[src/rtl/cla_pkg.sv]
// Shared types and constants for the nibble-serial CLA adder/subtractor.
// Holds the sequencer state encoding and the slice width.
package cla_pkg;

   localparam int NIBBLE_W = 4;

   typedef enum logic [1:0] {
      IDLE = 2'd0,
      RUN  = 2'd1,
      DONE = 2'd2
   } state_e;

endpackage

[src/rtl/cla_4bit.sv]
// Combinational 4-bit carry-lookahead slice with group propagate/generate.
// Zero latency; no flow control.
module cla_4bit (
   input  logic [3:0] a,
   input  logic [3:0] b,
   input  logic       c_in,
   output logic [3:0] sum,
   output logic       c_out,
   output logic       pg,
   output logic       gg
);

   logic [3:0] p;
   logic [3:0] g;
   logic [4:0] c;

   always_comb begin
      p    = a ^ b;
      g    = a & b;
      c[0] = c_in;
      c[1] = g[0] | (p[0] & c[0]);
      c[2] = g[1] | (p[1] & g[0]) | (p[1] & p[0] & c[0]);
      c[3] = g[2] | (p[2] & g[1]) | (p[2] & p[1] & g[0]) | (p[2] & p[1] & p[0] & c[0]);
      c[4] = g[3] | (p[3] & g[2]) | (p[3] & p[2] & g[1]) | (p[3] & p[2] & p[1] & g[0])
           | (p[3] & p[2] & p[1] & p[0] & c[0]);
      sum   = p ^ c[3:0];
      c_out = c[4];
      pg    = &p;
      gg    = g[3] | (p[3] & g[2]) | (p[3] & p[2] & g[1]) | (p[3] & p[2] & p[1] & g[0]);
   end

endmodule

[src/rtl/cla_nibble_sequencer.sv]
// Nibble-serial add/subtract: one 4-bit CLA slice reused LSB nibble first.
// Result valid WIDTH/4+1 cycles after the handshake cycle; holds in DONE until out_ready.
module cla_nibble_sequencer
   import cla_pkg::*;
#(
   parameter int WIDTH = 32
) (
   input  logic             clk,
   input  logic             rst,
   input  logic             in_valid,
   output logic             in_ready,
   input  logic [WIDTH-1:0] din1,
   input  logic [WIDTH-1:0] din2,
   input  logic             cin,
   input  logic             sub,
   output logic             out_valid,
   input  logic             out_ready,
   output logic [WIDTH-1:0] dout,
   output logic             cout,
   output logic             ovf
);

   localparam int NIBBLES = WIDTH / NIBBLE_W;
   localparam int IDX_W   = (NIBBLES > 1) ? $clog2(NIBBLES) : 1;

   if (((WIDTH % NIBBLE_W) != 0) || (WIDTH < NIBBLE_W)) begin : g_bad_width
      $error("cla_nibble_sequencer: WIDTH must be a positive multiple of 4");
   end

   state_e             state_q, state_d;
   logic [IDX_W-1:0]   idx_q, idx_d;
   logic               carry_q, carry_d;
   logic [WIDTH-1:0]   a_q, a_d;
   logic [WIDTH-1:0]   b_q, b_d;
   logic [WIDTH-1:0]   dout_q, dout_d;
   logic               cout_q, cout_d;
   logic               ovf_q, ovf_d;

   logic [NIBBLE_W-1:0] slice_a;
   logic [NIBBLE_W-1:0] slice_b;
   logic [NIBBLE_W-1:0] slice_sum;
   logic                slice_cout;
   logic                last_nib;

   assign slice_a  = a_q[idx_q*NIBBLE_W +: NIBBLE_W];
   assign slice_b  = b_q[idx_q*NIBBLE_W +: NIBBLE_W];
   assign last_nib = (idx_q == IDX_W'(NIBBLES - 1));

   cla_4bit u_slice (
      .a     (slice_a),
      .b     (slice_b),
      .c_in  (carry_q),
      .sum   (slice_sum),
      .c_out (slice_cout),
      .pg    (),
      .gg    ()
   );

   // in_ready is masked by rst so the reset cycle never advertises acceptance.
   assign in_ready  = (state_q == IDLE) && !rst;
   assign out_valid = (state_q == DONE) && !rst;
   assign dout      = dout_q;
   assign cout      = cout_q;
   assign ovf       = ovf_q;

   always_comb begin
      state_d = state_q;
      idx_d   = idx_q;
      carry_d = carry_q;
      a_d     = a_q;
      b_d     = b_q;
      dout_d  = dout_q;
      cout_d  = cout_q;
      ovf_d   = ovf_q;
      case (state_q)
         IDLE: begin
            if (in_valid && in_ready) begin
               a_d     = din1;
               b_d     = sub ? ~din2 : din2;
               carry_d = sub ? 1'b1 : cin;
               idx_d   = '0;
               cout_d  = 1'b0;
               ovf_d   = 1'b0;
               state_d = RUN;
            end
         end
         RUN: begin
            dout_d[idx_q*NIBBLE_W +: NIBBLE_W] = slice_sum;
            carry_d = slice_cout;
            if (last_nib) begin
               // Overflow: operand signs agree but the result sign differs.
               cout_d  = slice_cout;
               ovf_d   = (a_q[WIDTH-1] == b_q[WIDTH-1]) &&
                         (slice_sum[NIBBLE_W-1] != a_q[WIDTH-1]);
               idx_d   = '0;
               state_d = DONE;
            end else begin
               idx_d = idx_q + IDX_W'(1);
            end
         end
         DONE: begin
            if (out_ready) begin
               state_d = IDLE;
            end
         end
         default: state_d = IDLE;
      endcase
   end

   always_ff @(posedge clk) begin
      if (rst) begin
         state_q <= IDLE;
         idx_q   <= '0;
         carry_q <= 1'b0;
         a_q     <= '0;
         b_q     <= '0;
         dout_q  <= '0;
         cout_q  <= 1'b0;
         ovf_q   <= 1'b0;
      end else begin
         state_q <= state_d;
         idx_q   <= idx_d;
         carry_q <= carry_d;
         a_q     <= a_d;
         b_q     <= b_d;
         dout_q  <= dout_d;
         cout_q  <= cout_d;
         ovf_q   <= ovf_d;
      end
   end

endmodule

[config.mk]
export PLATFORM = sky130hd
export DESIGN_NAME = cla_nibble_sequencer
export DESIGN_NICKNAME = d
export VERILOG_FILES = /design/src/rtl/cla_pkg.sv /design/src/rtl/cla_4bit.sv /design/src/rtl/cla_nibble_sequencer.sv
export SDC_FILE = /design/constraint.sdc
export NUM_CORES = 1
export LEC_CHECK = 0
export CORE_ASPECT_RATIO = 1.4
export CORE_MARGIN = 4
export CORE_UTILIZATION = 35
export DETAILED_ROUTE_END_ITERATION = 16
export DONT_BUFFER_PORTS = 1
export SYNTH_ARGS = -nofsm -noshare
export SYNTH_HDL_FRONTEND = slang
export SYNTH_HIERARCHICAL = 1
export SYNTH_SLANG_ARGS = --single-unit
[constraint.sdc]
create_clock -name clk -period 3.9 [get_ports clk]
set_clock_uncertainty 0.05 [all_clocks]
set_input_delay 0.78 -clock clk [delete_from_list [all_inputs] [get_ports clk]]
set_output_delay 0.78 -clock clk [all_outputs]
set_load 0.05 [all_outputs]
* After elaboration in Yosys (flattened, before gate mapping)
Cells that the tools add are included.
** Operators by class
- Add/sub/neg operators :: 2
- Equal/unequal tests :: 8
- Shifts and indexed selects :: 4
- Multiplexer cells :: 17
- Bitwise logic cells :: 30
- Reductions and logical operators :: 11
** Operators with widths (number)
- indexed part select 32 x 6 -> 4 bit :: 2
- negation 5 -> 34 bit :: 1
- variable shift 4 x 34 -> 32 bit, first input constant :: 1
- indexed part select 4 x 34 -> 32 bit :: 1
- bitwise mux 32 bit :: 1
- 2-to-1 mux 32 bit :: 1
- inverter 32 bit :: 1
- bitwise AND 1 bit :: 16
- OR 1 bit :: 10
- XOR 4 bit :: 2
- 2-to-1 mux 2 bit :: 3
- 2-to-1 mux 3 bit :: 2
- case mux 1 bit (2 select lines) :: 3
- case mux 2 bit (3 select lines) :: 1
- case mux 3 bit (2 select lines) :: 1
- AND reduction 3 bit :: 2
- 2-to-1 mux 1 bit :: 5
- bitwise AND 4 bit :: 1
- logical AND 1 bit :: 4
- inequality test 2 bit, second input constant :: 2
- AND reduction 2 bit :: 2
- adder 3 x 1 -> 3 bit, second input constant :: 1
- == test 3 bit, second input constant :: 1
- == test 2 x 1 -> 1 bit, second input constant :: 1
- other kinds (7) :: 7
** Storage, ports and cells
- Bits in registers :: 104
- Bits of input ports :: 70
- Output and inout port bits :: 36
- Word-level logic and storage cells :: 80

* Longest topological paths before layout
Gate-level depths: netlist (run 1).
- Depth after elaboration :: 11
- Depth in mapped cells :: 12
- Mapped depth without buffers :: 10

* Cells and area by module
The synthesis (run 1) kept the hierarchy.
** Modules (own cells, without submodules)
- cla_nibble_sequencer :: instances 1, cells an instance 526, area an instance 4804.6 µm², sequential area each 2082.0 µm²
- cla_4bit :: instances 1, cells an instance 23, area an instance 195.2 µm², sequential area each 0.0 µm²

* Worst setup path before layout (run 1)
Ideal clock, no wire load.
- Path kind :: input to output
- From :: input port rst
- To :: output port in_ready
- Data arrival time :: 2377 ps
- Required time :: 3070 ps
- Path slack :: 693 ps
- Stages on the path :: 4
- Path buffers :: 3
- Path through :: clkbuf_1 > clkbuf_1 > clkbuf_1 > nor3_1
** Between the ends
- Longest elaborated chain between the ends :: 2
** RTL lines
- start, declared :: RTL line cla_nibble_sequencer.sv:9 : input logic rst,
- zero test 1 bit :: RTL line cla_nibble_sequencer.sv:60 : assign in_ready = (state_q == IDLE) && !rst;
- logical AND 1 bit :: RTL line cla_nibble_sequencer.sv:60
- end, declared :: RTL line cla_nibble_sequencer.sv:11 : output logic in_ready,
No other way between the ends.

* Final worst setup path (run 1)
- From :: register idx_q[0]
- To :: register dout_q[27] (netlist: dout[27])
** Between the ends
- Longest elaborated chain between the ends :: 9
- Elaborated cells between the ends (all ways) :: 24
- Classes of those cells :: add/sub (1); shift (4); mux (1); bitwise (18)
** RTL lines
- start, declared :: RTL line cla_nibble_sequencer.sv:31 : logic [IDX_W-1:0] idx_q, idx_d;
- start signal, assigned :: RTL line cla_nibble_sequencer.sv:122 : idx_q <= idx_d;
- indexed part select 32 x 6 -> 4 bit (*) :: RTL line cla_nibble_sequencer.sv:45 : assign slice_a = a_q[idx_q*NIBBLE_W +: NIBBLE_W];
- via slice_a[1] :: RTL line cla_nibble_sequencer.sv:39 : logic [NIBBLE_W-1:0] slice_a;
- bitwise AND 4 bit or XOR 4 bit (tied branches) :: RTL line cla_4bit.sv:19, cla_4bit.sv:18
- bitwise AND 1 bit :: RTL line cla_4bit.sv:23 : c[3] = g[2] | (p[2] & g[1]) | (p[2] & p[1] & g[0]) | (p[2] & p[1] & p[0] & c[0]);
- OR 1 bit or bitwise AND 1 bit (tied branches) (2 in series) :: RTL line cla_4bit.sv:23
- OR 1 bit (*) :: RTL line cla_4bit.sv:23
- XOR 4 bit (*) :: RTL line cla_4bit.sv:26 : sum = p ^ c[3:0];
- via slice_sum[3] :: RTL line cla_nibble_sequencer.sv:41 : logic [NIBBLE_W-1:0] slice_sum;
- indexed part select 4 x 34 -> 32 bit (*) :: RTL line cla_nibble_sequencer.sv:88 : dout_d[idx_q*NIBBLE_W +: NIBBLE_W] = slice_sum;
- bitwise mux 32 bit (*) :: RTL line cla_nibble_sequencer.sv:88
- end signal, assigned :: RTL line cla_nibble_sequencer.sv:126 : dout_q <= dout_d;
- end, declared :: RTL line cla_nibble_sequencer.sv:35 : logic [WIDTH-1:0] dout_q, dout_d;
Mark *: on every way through the listed nets, which the timed path passes. The rest lies on a longest branch.
A chain may end at the register's enable or synchronous reset.

==> impl_metrics.prom, run 1 <==
# TYPE chip_impl_metric gauge
chip_impl_metric{name="dpl.hpwl",unit="um"} 9100
chip_impl_metric{name="antenna_violating_nets_post_route",unit=""} 0
chip_impl_metric{name="multiInputGateArea",unit="mm^2"} 0.00270
chip_impl_metric{name="grt_remaining_overflow",unit=""} 0
chip_impl_metric{name="clock.fmax",unit="GHz"} 0.288
chip_impl_metric{name="remaining_drc_errors",unit=""} 0
chip_impl_info{name="cts_root_buf",value="clkbuf_16"} 1
chip_impl_info{name="endpoint_kind",value="flip-flop"} 1
chip_impl_metric{name="initial_core_util",unit=""} 0.358
chip_impl_metric{name="antenna_found_initial",unit=""} 0
chip_impl_metric{name="gp_congestion",unit=""} 0.779
chip_impl_metric{name="min_period",unit="ns"} 3.47
chip_impl_metric{name="ctsHtreeMaxLevel",unit=""} 3
chip_impl_metric{name="clkSinkCount",unit=""} 104
chip_impl_info{name="hp-class",value="reg2reg"} 1
chip_impl_metric{name="route.met3.wl",unit="um"} 718
chip_impl_metric{name="routed-via-count",unit=""} 3632
chip_impl_info{name="rsz0062_at_grt",value="false"} 1
chip_impl_metric{name="clk_latency",unit="ns"} 0.35
chip_impl_metric{name="power-per-cell-area",unit="mW/mm^2"} 427
chip_impl_metric{name="tritoncts.num_buffers",unit=""} 9
chip_impl_metric{name="cts_resized",unit=""} 0
chip_impl_metric{name="grt_pass1_wl",unit="um"} 19300
chip_impl_metric{name="number_of_antenna_repair_diodes",unit=""} 0
chip_impl_metric{name="netlist_area",unit="mm^2"} 0.00497
chip_impl_metric{name="ir_worst_vdd",unit="uV"} 190
chip_impl_metric{name="non_filler_instances",unit=""} 710
chip_impl_metric{name="report.power.total",unit="mW"} 2.30
chip_impl_metric{name="slew_headroom",unit=""} 0.176
chip_impl_metric{name="groute.usage.overall",unit=""} 0.154
chip_impl_metric{name="area.growth.synth_to_final",unit="%"} 8.38
chip_impl_metric{name="syn_area_per_cell",unit="um^2"} 9.11
chip_impl_metric{name="grt_pass1_vias",unit=""} 3606
chip_impl_metric{name="vias_per_cell",unit=""} 5.12
chip_impl_info{name="clock_tree_from_tritoncts",value="yes"} 1
chip_impl_metric{name="ys.warnings.count",unit=""} 6
chip_impl_info{name="run_status",value="finished clean"} 1
chip_impl_metric{name="postCtsHoldBufs",unit=""} 0
chip_impl_metric{name="layout.area.seq",unit="mm^2"} 0.00208
chip_impl_metric{name="final_max_slew_violation_count",unit=""} 0
chip_impl_metric{name="post_drt_wl_per_cell",unit="um"} 17.4
chip_impl_info{name="timing.critical_path.from_type",value="flip-flop"} 1
chip_impl_metric{name="mappedNetlistNets",unit=""} 629
chip_impl_metric{name="floorplan.die.width",unit="um"} 109
chip_impl_metric{name="io_pins",unit=""} 106
chip_impl_metric{name="worst_hold_slack",unit="ns"} 0.404
chip_impl_metric{name="cts_post_setup_buffers_inserted",unit=""} 0
chip_impl_metric{name="finish.net_count",unit=""} 603
chip_impl_metric{name="critical_path_peak_fanout",unit=""} 18
chip_impl_metric{name="layout-drive-gt1-share",unit=""} 0.0762
chip_impl_metric{name="fill_cell_count",unit=""} 1461
chip_impl_metric{name="die_height",unit="um"} 149
chip_impl_metric{name="clkSlewWorstSetupHoldPaths",unit="ns"} 0.07
chip_impl_metric{name="io_buffers",unit=""} 0
chip_impl_metric{name="dr.pass1.iters",unit=""} 4
chip_impl_info{name="topRoutingLayerUsed",value="met4"} 1
chip_impl_metric{name="first_iter_violations",unit=""} 160
chip_impl_metric{name="route.layer.met1.wl",unit="um"} 4840
chip_impl_metric{name="clock_path_buffers",unit=""} 2
chip_impl_metric{name="report.final.setup_viol",unit=""} 0
chip_impl_metric{name="post_synth_inst_count",unit=""} 546
chip_impl_metric{name="rows",unit=""} 51
chip_impl_info{name="critical_path_class",value="reg2reg"} 1
chip_impl_metric{name="cp.arrival",unit="ns"} 3.69
chip_impl_metric{name="timing.critical_path.required",unit="ns"} 4.12
chip_impl_metric{name="die-area",unit="mm^2"} 0.0162
chip_impl_metric{name="fin_tns_setup",unit="ns"} 0
chip_impl_metric{name="total_leakage_power",unit="nW"} 2.00
chip_impl_metric{name="maximum_number_of_pins_on_one_net_before_global_route_repair",unit=""} 114
chip_impl_metric{name="number_of_violations_of_the_max_capacitance_limit",unit=""} 0
chip_impl_metric{name="drt-total-wl",unit="um"} 12300
chip_impl_metric{name="wl_met2",unit="um"} 6560
chip_impl_metric{name="place_inst",unit=""} 694
chip_impl_metric{name="worst-slew-pin-transition",unit="ns"} 1.24
chip_impl_metric{name="finalCritPeriodShare",unit=""} 0.890
chip_impl_metric{name="core_region_area",unit="mm^2"} 0.0139
chip_impl_metric{name="timing.final.hold_violations",unit=""} 0
flip-flops by register name, indices dropped and copies added, names as in the netlist:
| signal | flops |
|---|---|
| state_q | 2 |
| ovf | 1 |
| idx_q | 3 |
| dout | 32 |
| carry_q | 1 |
| cout | 1 |
| a_q | 32 |
| b_q | 32 |
cell usage in the layout, fill, tap and decap left out, types with 3 or more instances in the layout:
cell type / count
ha_1: 12
mux2i_1: 29
mux4_1: 4
o21ai_0: 5
dfxtp_1: 103
inv_1: 8
xnor2_1: 34
a211oi_1: 32
nand2_1: 103
nand2b_1: 29
mux4_2: 12
a21o_1: 3
nor2_1: 34
nand4_1: 3
clkbuf_16: 9
nand3_1: 18
nor3b_1: 6
nor2b_1: 3
buf_4: 4
a21oi_1: 43
worst max-delay path, cell delays in order, from the launching register on:
cell and delay [ns]:
dfxtp_2 0.69, mux4_1 0.63, nand2_1 0.09, nand2_1 0.07, ha_1 0.36, a41oi_1 0.22, o21ai_2 0.11, xor2_1 0.26
nor3b_1 0.57, nand2_1 0.16, mux2i_1 0.18
metal layers:
| layer | GRT usage | vias up |
|---|---|---|
| met5 | 0 | - |
| met4 | 0.0575 | 0 |
| met3 | 0.0368 | 14 |
| met2 | 0.273 | 86 |
| met1 | 0.176 | 1707 |
| li1 | - | 1825 |
stage by stage:
stage / area (um^2) / setup slack [ns] / utilization
global route: 5390 / 0.181 / 0.388
floorplan: 4970 / 0.693 / -
detailed placement: 5090 / 0.500 / 0.366
CTS: 5390 / 0.456 / 0.388
finish: 5390 / 0.428 / 0.388
global placement: 5090 / 0.619 / 0.366
area by class of cell:
type / instances / area share
multi-input combinational: 391 / 0.500
clock buffer: 10 / 0.0425
sequential: 104 / 0.386
timing repair buffer: 5 / 0.00928
clock inverter: 6 / 0.0128
tap: 185 / 0.0429
inverter: 9 / 0.00627
path summary, 6_finish.rpt:
path,slack (ns),to,start,cells after the start
worst max-delay path,0.43,dout[27],idx_q[0],10
worst min-delay path,0.40,a_q[17],a_q[17],2
worst min register to register,0.40,a_q[17],a_q[17],2
worst max register to register,0.43,dout[27],idx_q[0],10
power by group:
group	internal (mW)	switching, mW	total (mW)
registers	1.10	0.0443	1.15
logic	0.117	0.121	0.237
clock network	0.503	0.412	0.915
total	1.72	0.577	2.30
Note: power is estimated with default switching activity, not from simulation.
==> inputs of run 2 (changes only) <==
clock period = 2.8 ns   (was 3.9 ns; I/O delays follow)
==> run 2 against run 1 <==
The run now ends with negative setup slack left. Worst setup slack lost 0.45 ns. Die area is the same. Hold slack lost 0.16 ns. Count of clock-buffer cells in the layout grew 2. Global-route usage grew 0.13 points. Maximum frequency grew 23%. Via count grew 3.5%. Total power grew 38%.
==> impl_metrics.prom, run 2 (synthesized netlist as in run 1, its figures left out) <==
# TYPE chip_impl_metric gauge
chip_impl_info{name="run_status",value="finished, violations left"} 1
chip_impl_info{name="failed_checks",value="negative setup slack"} 1
chip_impl_metric{name="antenna_violating_nets_post_route",unit=""} 0
chip_impl_metric{name="cp.arrival",unit="ns"} 3.05
chip_impl_metric{name="maximum_number_of_pins_on_one_net_before_global_route_repair",unit=""} 114
chip_impl_info{name="cts_root_buf",value="clkbuf_16"} 1
chip_impl_metric{name="first_iter_violations",unit=""} 184
chip_impl_metric{name="p_sw",unit="mW"} 0.786
chip_impl_metric{name="dpl.hpwl",unit="um"} 8900
chip_impl_metric{name="floorplan.die.width",unit="um"} 109
chip_impl_metric{name="clk_latency",unit="ns"} 0.35
chip_impl_metric{name="worst-slew-pin-transition",unit="ns"} 0.601
chip_impl_metric{name="drt-total-wl",unit="um"} 12300
chip_impl_metric{name="io_buffers",unit=""} 0
chip_impl_metric{name="reg2reg_slack",unit="ns"} -0.02
chip_impl_metric{name="critical_path_peak_fanout",unit=""} 8
chip_impl_metric{name="min_period",unit="ns"} 2.82
chip_impl_metric{name="timing.critical_path.required",unit="ns"} 3.03
chip_impl_info{name="hp-class",value="in2reg"} 1
chip_impl_metric{name="tritoncts.num_buffers",unit=""} 9
chip_impl_metric{name="layout.area.seq",unit="mm^2"} 0.00209
chip_impl_metric{name="part_of_the_power_in_registers",unit=""} 0.500
chip_impl_metric{name="final_max_slew_violation_count",unit=""} 0
chip_impl_metric{name="setup_ws",unit="ns"} -0.0183
chip_impl_metric{name="cp_slowest_stage_delay",unit="ns"} 0.49
chip_impl_metric{name="finish.net_count",unit=""} 624
chip_impl_metric{name="core_region_area",unit="mm^2"} 0.0139
chip_impl_metric{name="rows",unit=""} 51
chip_impl_metric{name="remaining_drc_errors",unit=""} 0
chip_impl_metric{name="non_filler_instances",unit=""} 731
chip_impl_metric{name="gp_congestion",unit=""} 0.819
chip_impl_metric{name="timing.final.hold_violations",unit=""} 0
chip_impl_metric{name="fill_cell_count",unit=""} 1422
chip_impl_metric{name="ir_worst_vdd",unit="uV"} 291
chip_impl_metric{name="grt_pass1_vias",unit=""} 3890
chip_impl_metric{name="slew_headroom",unit=""} 0.599
chip_impl_metric{name="area.growth.synth_to_final",unit="%"} 13.9
chip_impl_metric{name="antenna_found_initial",unit=""} 0
chip_impl_metric{name="initial_core_util",unit=""} 0.358
chip_impl_info{name="worst_r2r_endpoint",value="ovf"} 1
chip_impl_info{name="crit-reg2reg-launch",value="idx_q[0]"} 1
chip_impl_metric{name="report.final.setup_viol",unit=""} 1
chip_impl_info{name="final_common_cell",value="dfxtp_1"} 1
chip_impl_metric{name="clock_path_buffers",unit=""} 2
chip_impl_metric{name="switching_fraction",unit=""} 0.248
chip_impl_metric{name="post_layout_inst_area",unit="mm^2"} 0.00566
chip_impl_metric{name="die-area",unit="mm^2"} 0.0162
chip_impl_metric{name="postCtsHoldBufs",unit=""} 0
chip_impl_info{name="clock_tree_from_tritoncts",value="yes"} 1
chip_impl_metric{name="io_pins",unit=""} 106
chip_impl_metric{name="worst_hold_path.num_cells",unit=""} 1
chip_impl_metric{name="dr.pass1.iters",unit=""} 4
chip_impl_info{name="critPathSlowestCell",value="mux4_2"} 1
chip_impl_metric{name="dpl_cell_area",unit="mm^2"} 0.00526
chip_impl_info{name="rsz0062_at_grt",value="true"} 1
chip_impl_metric{name="path_buf_inv",unit=""} 1
chip_impl_metric{name="worst_hold_slack",unit="ns"} 0.244
chip_impl_info{name="cp_top_family",value="compound AO/OA/AOI/OAI gates"} 1
chip_impl_info{name="endpoint_kind",value="flip-flop"} 1
chip_impl_metric{name="cp_num_cells",unit=""} 11
chip_impl_metric{name="place_worst_setup_slack",unit="ns"} -0.328
chip_impl_metric{name="number_of_antenna_repair_diodes",unit=""} 0
chip_impl_metric{name="worstRegToRegCells",unit=""} 11
chip_impl_metric{name="number_of_violations_of_the_max_capacitance_limit",unit=""} 0
chip_impl_info{name="timing.critical_path.cells",value="buf_12, mux4_2, nand2_1, nand2_2, ha_4, a41oi_2, o21ai_2, xor2_2, or3b_4, a21o_1, a21oi_2"} 1
chip_impl_info{name="layout_common_cells",value="dfxtp_1, nand2_1, a21oi_1"} 1
chip_impl_metric{name="total_leakage_power",unit="nW"} 2.09
chip_impl_metric{name="vias_per_cell",unit=""} 5.14
chip_impl_metric{name="post_drt_wl_per_cell",unit="um"} 16.9
chip_impl_metric{name="clkSlewWorstSetupHoldPaths",unit="ns"} 0.07
chip_impl_info{name="critical_path_origin",value="idx_q[0]"} 1
chip_impl_metric{name="internal-power",unit="mW"} 2.38
chip_impl_metric{name="power.clock.fraction",unit=""} 0.369
chip_impl_metric{name="report.power.total",unit="mW"} 3.17
chip_impl_metric{name="power.combinational.fraction",unit=""} 0.131
chip_impl_metric{name="multiInputGateArea",unit="mm^2"} 0.00281
chip_impl_info{name="hold_path_startpoint",value="rst"} 1
chip_impl_info{name="critical_path_class",value="reg2reg"} 1
chip_impl_metric{name="layout-drive-gt1-share",unit=""} 0.150
chip_impl_metric{name="finalCritPeriodShare",unit=""} 1.01
chip_impl_metric{name="clkSinkCount",unit=""} 104
chip_impl_metric{name="grt_remaining_overflow",unit=""} 0
chip_impl_metric{name="grt_pass1_wl",unit="um"} 19600
chip_impl_metric{name="ctsHtreeMaxLevel",unit=""} 3
chip_impl_metric{name="die_height",unit="um"} 149
chip_impl_info{name="crit_end",value="ovf"} 1
chip_impl_metric{name="clock.fmax",unit="GHz"} 0.355
chip_impl_metric{name="place_inst",unit=""} 712
chip_impl_info{name="timing.critical_path.from_type",value="flip-flop"} 1
chip_impl_metric{name="power-per-cell-area",unit="mW/mm^2"} 559
chip_impl_metric{name="routed-via-count",unit=""} 3760
chip_impl_metric{name="groute.usage.overall",unit=""} 0.155
## run 2: cell count changes in the layout (fill, tap and decap cells not counted), sizes merged
cell      before  now
clkinv         5    2
bufinv         1    0
buf            5   26
clkinvlp       0    2
clkbuf        10   12
## run 2: worst register-to-register path: cells and delay by family (launching register included)
kind	cells	cell delay [ns]
compound gates	4	0.65
simple gates	3	0.59
mux	1	0.50
flops	1	0.37
fa+ha+maj	1	0.26
xor+xnor	1	0.20
buf+inv	1	0.14
## run 2: worst min-delay path by stage
stage	slack, ns	to
floorplan	0.38	a_q[5]
global placement	0.38	a_q[23]
detailed placement	0.39	a_q[24]
CTS	0.23	ovf
global route	0.23	a_q[13]
finish	0.24	state_q[1]
## run 2: per-layer routing
metal / vias to the layer above / GRT usage / part of all wire
li1: 1869 / - / -
met1: 1759 / 0.176 / 0.39
met2: 116 / 0.273 / 0.52
met3: 16 / 0.0416 / 0.067
met4: 0 / 0.0613 / 0.021
met5: - / 0 / 0
## run 2: cell type report
class                   count  area share
multi-input cells         391       0.495
clock inverters             4     0.00508
clock buffers              12      0.0435
inverters                   9     0.00596
flip-flops and latches    104       0.368
well taps                 185      0.0409
repair buffers             26      0.0409
## run 2: what timing repair did
action                                  CTS  global route
gates cloned                              0             0
resized for setup                        11            14
buffers inserted                          3             0
endpoints found under the setup margin   27            20
hold endpoints to repair                  0             0
pin swaps                                 4             5
## run 2: through the flow
step	setup TNS [ns]	utilization
6_report	-0.0183	0.407
4_1_cts	0	0.404
5_1_grt	-0.203	0.407
3_5_place_dp	-3.26	0.378
3_3_place_gp	-1.94	0.378
2_1_floorplan	0	-
## run 2: power groups by stage
| stage | Combinational, mW | Sequential (mW) | Clock (mW) |
|---|---|---|---|
| global route | 0.460 | 1.59 | 1.26 |
| global placement | 0.373 | 1.62 | 0 |
| floorplan | 0.330 | 1.60 | 0 |
| detailed placement | 0.377 | 1.63 | 0 |
| CTS | 0.408 | 1.58 | 1.21 |
| finish | 0.414 | 1.58 | 1.17 |
==> inputs of run 3 (changes only) <==
PLACE_DENSITY = 0.51   (was default)
==> run 3 against run 2 <==
The run now ends clean. Non-clock buffer count decreased by 1. Sequential cell count unchanged. First-iteration DRC count is 34% lower. Clock power grew 8%. Maximum frequency up 3.0%. Sequential power hardly changed.
==> impl_metrics.prom, run 3 (synthesized netlist as in run 1, its figures left out) <==
# TYPE chip_impl_metric gauge
chip_impl_metric{name="routed-via-count",unit=""} 3702
chip_impl_metric{name="ctsHtreeMaxLevel",unit=""} 3
chip_impl_metric{name="remaining_drc_errors",unit=""} 0
chip_impl_info{name="critical_path_class",value="reg2reg"} 1
chip_impl_info{name="cts_root_buf",value="clkbuf_16"} 1
chip_impl_info{name="run_status",value="finished clean"} 1
chip_impl_metric{name="min_period",unit="ns"} 2.74
chip_impl_metric{name="timing.critical_path.required",unit="ns"} 3.02
chip_impl_info{name="timing.critical_path.from_type",value="flip-flop"} 1
chip_impl_metric{name="rows",unit=""} 51
chip_impl_metric{name="setup_ws",unit="ns"} 0.0633
chip_impl_metric{name="grt_pass1_wl",unit="um"} 19600
chip_impl_metric{name="slew_headroom",unit=""} 0.563
chip_impl_metric{name="ir_worst_vdd",unit="uV"} 266
chip_impl_metric{name="number_of_violations_of_the_max_capacitance_limit",unit=""} 0
chip_impl_metric{name="area.growth.synth_to_final",unit="%"} 13.8
chip_impl_metric{name="dr.pass1.iters",unit=""} 4
chip_impl_info{name="hp-class",value="in2reg"} 1
chip_impl_metric{name="power-per-cell-area",unit="mW/mm^2"} 575
chip_impl_metric{name="dpl_cell_area",unit="mm^2"} 0.00525
chip_impl_metric{name="number_of_antenna_repair_diodes",unit=""} 0
chip_impl_metric{name="place_inst",unit=""} 708
chip_impl_metric{name="grt_remaining_overflow",unit=""} 0
chip_impl_info{name="layout_common_cells",value="dfxtp_1, nand2_1, a21oi_1"} 1
chip_impl_metric{name="first_iter_violations",unit=""} 122
chip_impl_metric{name="critical_path_peak_fanout",unit=""} 7
chip_impl_metric{name="groute.usage.overall",unit=""} 0.156
chip_impl_info{name="cp_top_family",value="compound AO/OA/AOI/OAI gates"} 1
chip_impl_metric{name="core_region_area",unit="mm^2"} 0.0139
chip_impl_metric{name="timing.final.hold_violations",unit=""} 0
chip_impl_metric{name="layout-drive-gt1-share",unit=""} 0.151
chip_impl_metric{name="cp_slowest_stage_delay",unit="ns"} 0.49
chip_impl_metric{name="worst-slew-pin-transition",unit="ns"} 0.647
chip_impl_metric{name="tritoncts.num_buffers",unit=""} 9
chip_impl_metric{name="io_buffers",unit=""} 0
chip_impl_metric{name="finalCoreUtilization",unit=""} 0.407
chip_impl_metric{name="die-area",unit="mm^2"} 0.0162
chip_impl_metric{name="final_max_slew_violation_count",unit=""} 0
chip_impl_metric{name="clkSlewWorstSetupHoldPaths",unit="ns"} 0.07
chip_impl_metric{name="finish.net_count",unit=""} 623
chip_impl_metric{name="report.power.total",unit="mW"} 3.25
chip_impl_metric{name="die_height",unit="um"} 149
chip_impl_metric{name="non_filler_instances",unit=""} 729
chip_impl_metric{name="fill_cell_count",unit=""} 1427
chip_impl_metric{name="post_layout_inst_area",unit="mm^2"} 0.00566
chip_impl_info{name="critPathSlowestCell",value="mux4_2"} 1
chip_impl_metric{name="clk_latency",unit="ns"} 0.34
chip_impl_metric{name="cp.arrival",unit="ns"} 2.96
chip_impl_metric{name="post_drt_wl_per_cell",unit="um"} 16.9
chip_impl_metric{name="drt-total-wl",unit="um"} 12300
chip_impl_info{name="endpoint_kind",value="flip-flop"} 1
chip_impl_metric{name="grt_pass1_vias",unit=""} 3807
chip_impl_metric{name="dpl.hpwl",unit="um"} 9190
chip_impl_metric{name="antenna_violating_nets_post_route",unit=""} 0
chip_impl_metric{name="maximum_number_of_pins_on_one_net_before_global_route_repair",unit=""} 114
chip_impl_metric{name="antenna_found_initial",unit=""} 0
chip_impl_metric{name="floorplan.die.width",unit="um"} 109
chip_impl_metric{name="postCtsHoldBufs",unit=""} 0
chip_impl_metric{name="path_buf_inv",unit=""} 1
chip_impl_metric{name="report.final.setup_viol",unit=""} 0
chip_impl_metric{name="finalCritPeriodShare",unit=""} 0.977
chip_impl_info{name="timing.critical_path.cells",value="buf_12, mux4_2, nand2_1, nand2_2, ha_4, a41oi_2, o21ai_2, xor2_2, or3b_4, a21o_1, a21oi_2"} 1
chip_impl_metric{name="gp_congestion",unit=""} 0.802
chip_impl_metric{name="place_worst_setup_slack",unit="ns"} -0.0845
chip_impl_metric{name="clkSinkCount",unit=""} 104
chip_impl_info{name="rsz0062_at_grt",value="true"} 1
chip_impl_metric{name="total_leakage_power",unit="nW"} 2.09
chip_impl_metric{name="vias_per_cell",unit=""} 5.08
chip_impl_info{name="final_common_cell",value="dfxtp_1"} 1
chip_impl_metric{name="clock.fmax",unit="GHz"} 0.365
chip_impl_metric{name="io_pins",unit=""} 106
chip_impl_metric{name="initial_core_util",unit=""} 0.358
chip_impl_metric{name="clock_path_buffers",unit=""} 2
chip_impl_info{name="clock_tree_from_tritoncts",value="yes"} 1
-- run 3: worst reg2reg max path: cells and delay by family (launching register included) --
kind | cells | cell delay [ns]
flops | 1 | 0.40
xor+xnor | 1 | 0.20
fa+ha+maj | 1 | 0.26
simple gates | 3 | 0.56
buf+inv | 1 | 0.14
mux | 1 | 0.50
compound gates | 4 | 0.58
-- run 3: routing by layer --
metal | up-vias | GRT usage | routed length, um
li1 | 1861 | - | -
met1 | 1753 | 0.176 | 4740
met2 | 79 | 0.281 | 6710
met3 | 9 | 0.0429 | 686
met4 | 0 | 0.0531 | 157
met5 | - | 0 | 0
-- run 3: final timing paths --
check,cells after the start,to,slack [ns],start
max,11,ovf,0.06,idx_q[0]
max reg2reg,11,ovf,0.06,idx_q[0]
min,1,ovf,0.28,rst
min reg2reg,2,a_q[22],0.41,a_q[22]
-- run 3: area by class of cell --
class | count | area, um^2 | area share
inverters | 9 | 33.8 | 0.00597
multi-input cells | 391 | 2790 | 0.493
clock inverters | 4 | 55.1 | 0.00973
well taps | 185 | 231 | 0.0409
flip-flops and latches | 104 | 2090 | 0.368
repair buffers | 25 | 220 | 0.0389
clock buffers | 11 | 243 | 0.0429
-- run 3: report_power, final --
part | internal (mW) | switching (mW) | leakage, nW
clock | 0.717 | 0.545 | 0.142
combinational | 0.208 | 0.195 | 1.10
sequential | 1.54 | 0.0524 | 0.847
-- run 3: through the flow --
stage | TNS [ns] | hold WS [ns]
6_report | 0 | 0.281
5_1_grt | -0.247 | 0.226
4_1_cts | 0 | 0.227
3_5_place_dp | -0.331 | 0.391
3_3_place_gp | -0.00532 | 0.389
2_1_floorplan | 0 | 0.382
-- run 3: timing repair --
action                                  4_1_cts  5_1_grt
resized for setup                             8       14
setup buffers                                 4        2
endpoints found under the setup margin       15       20
pin swaps                                     6        4
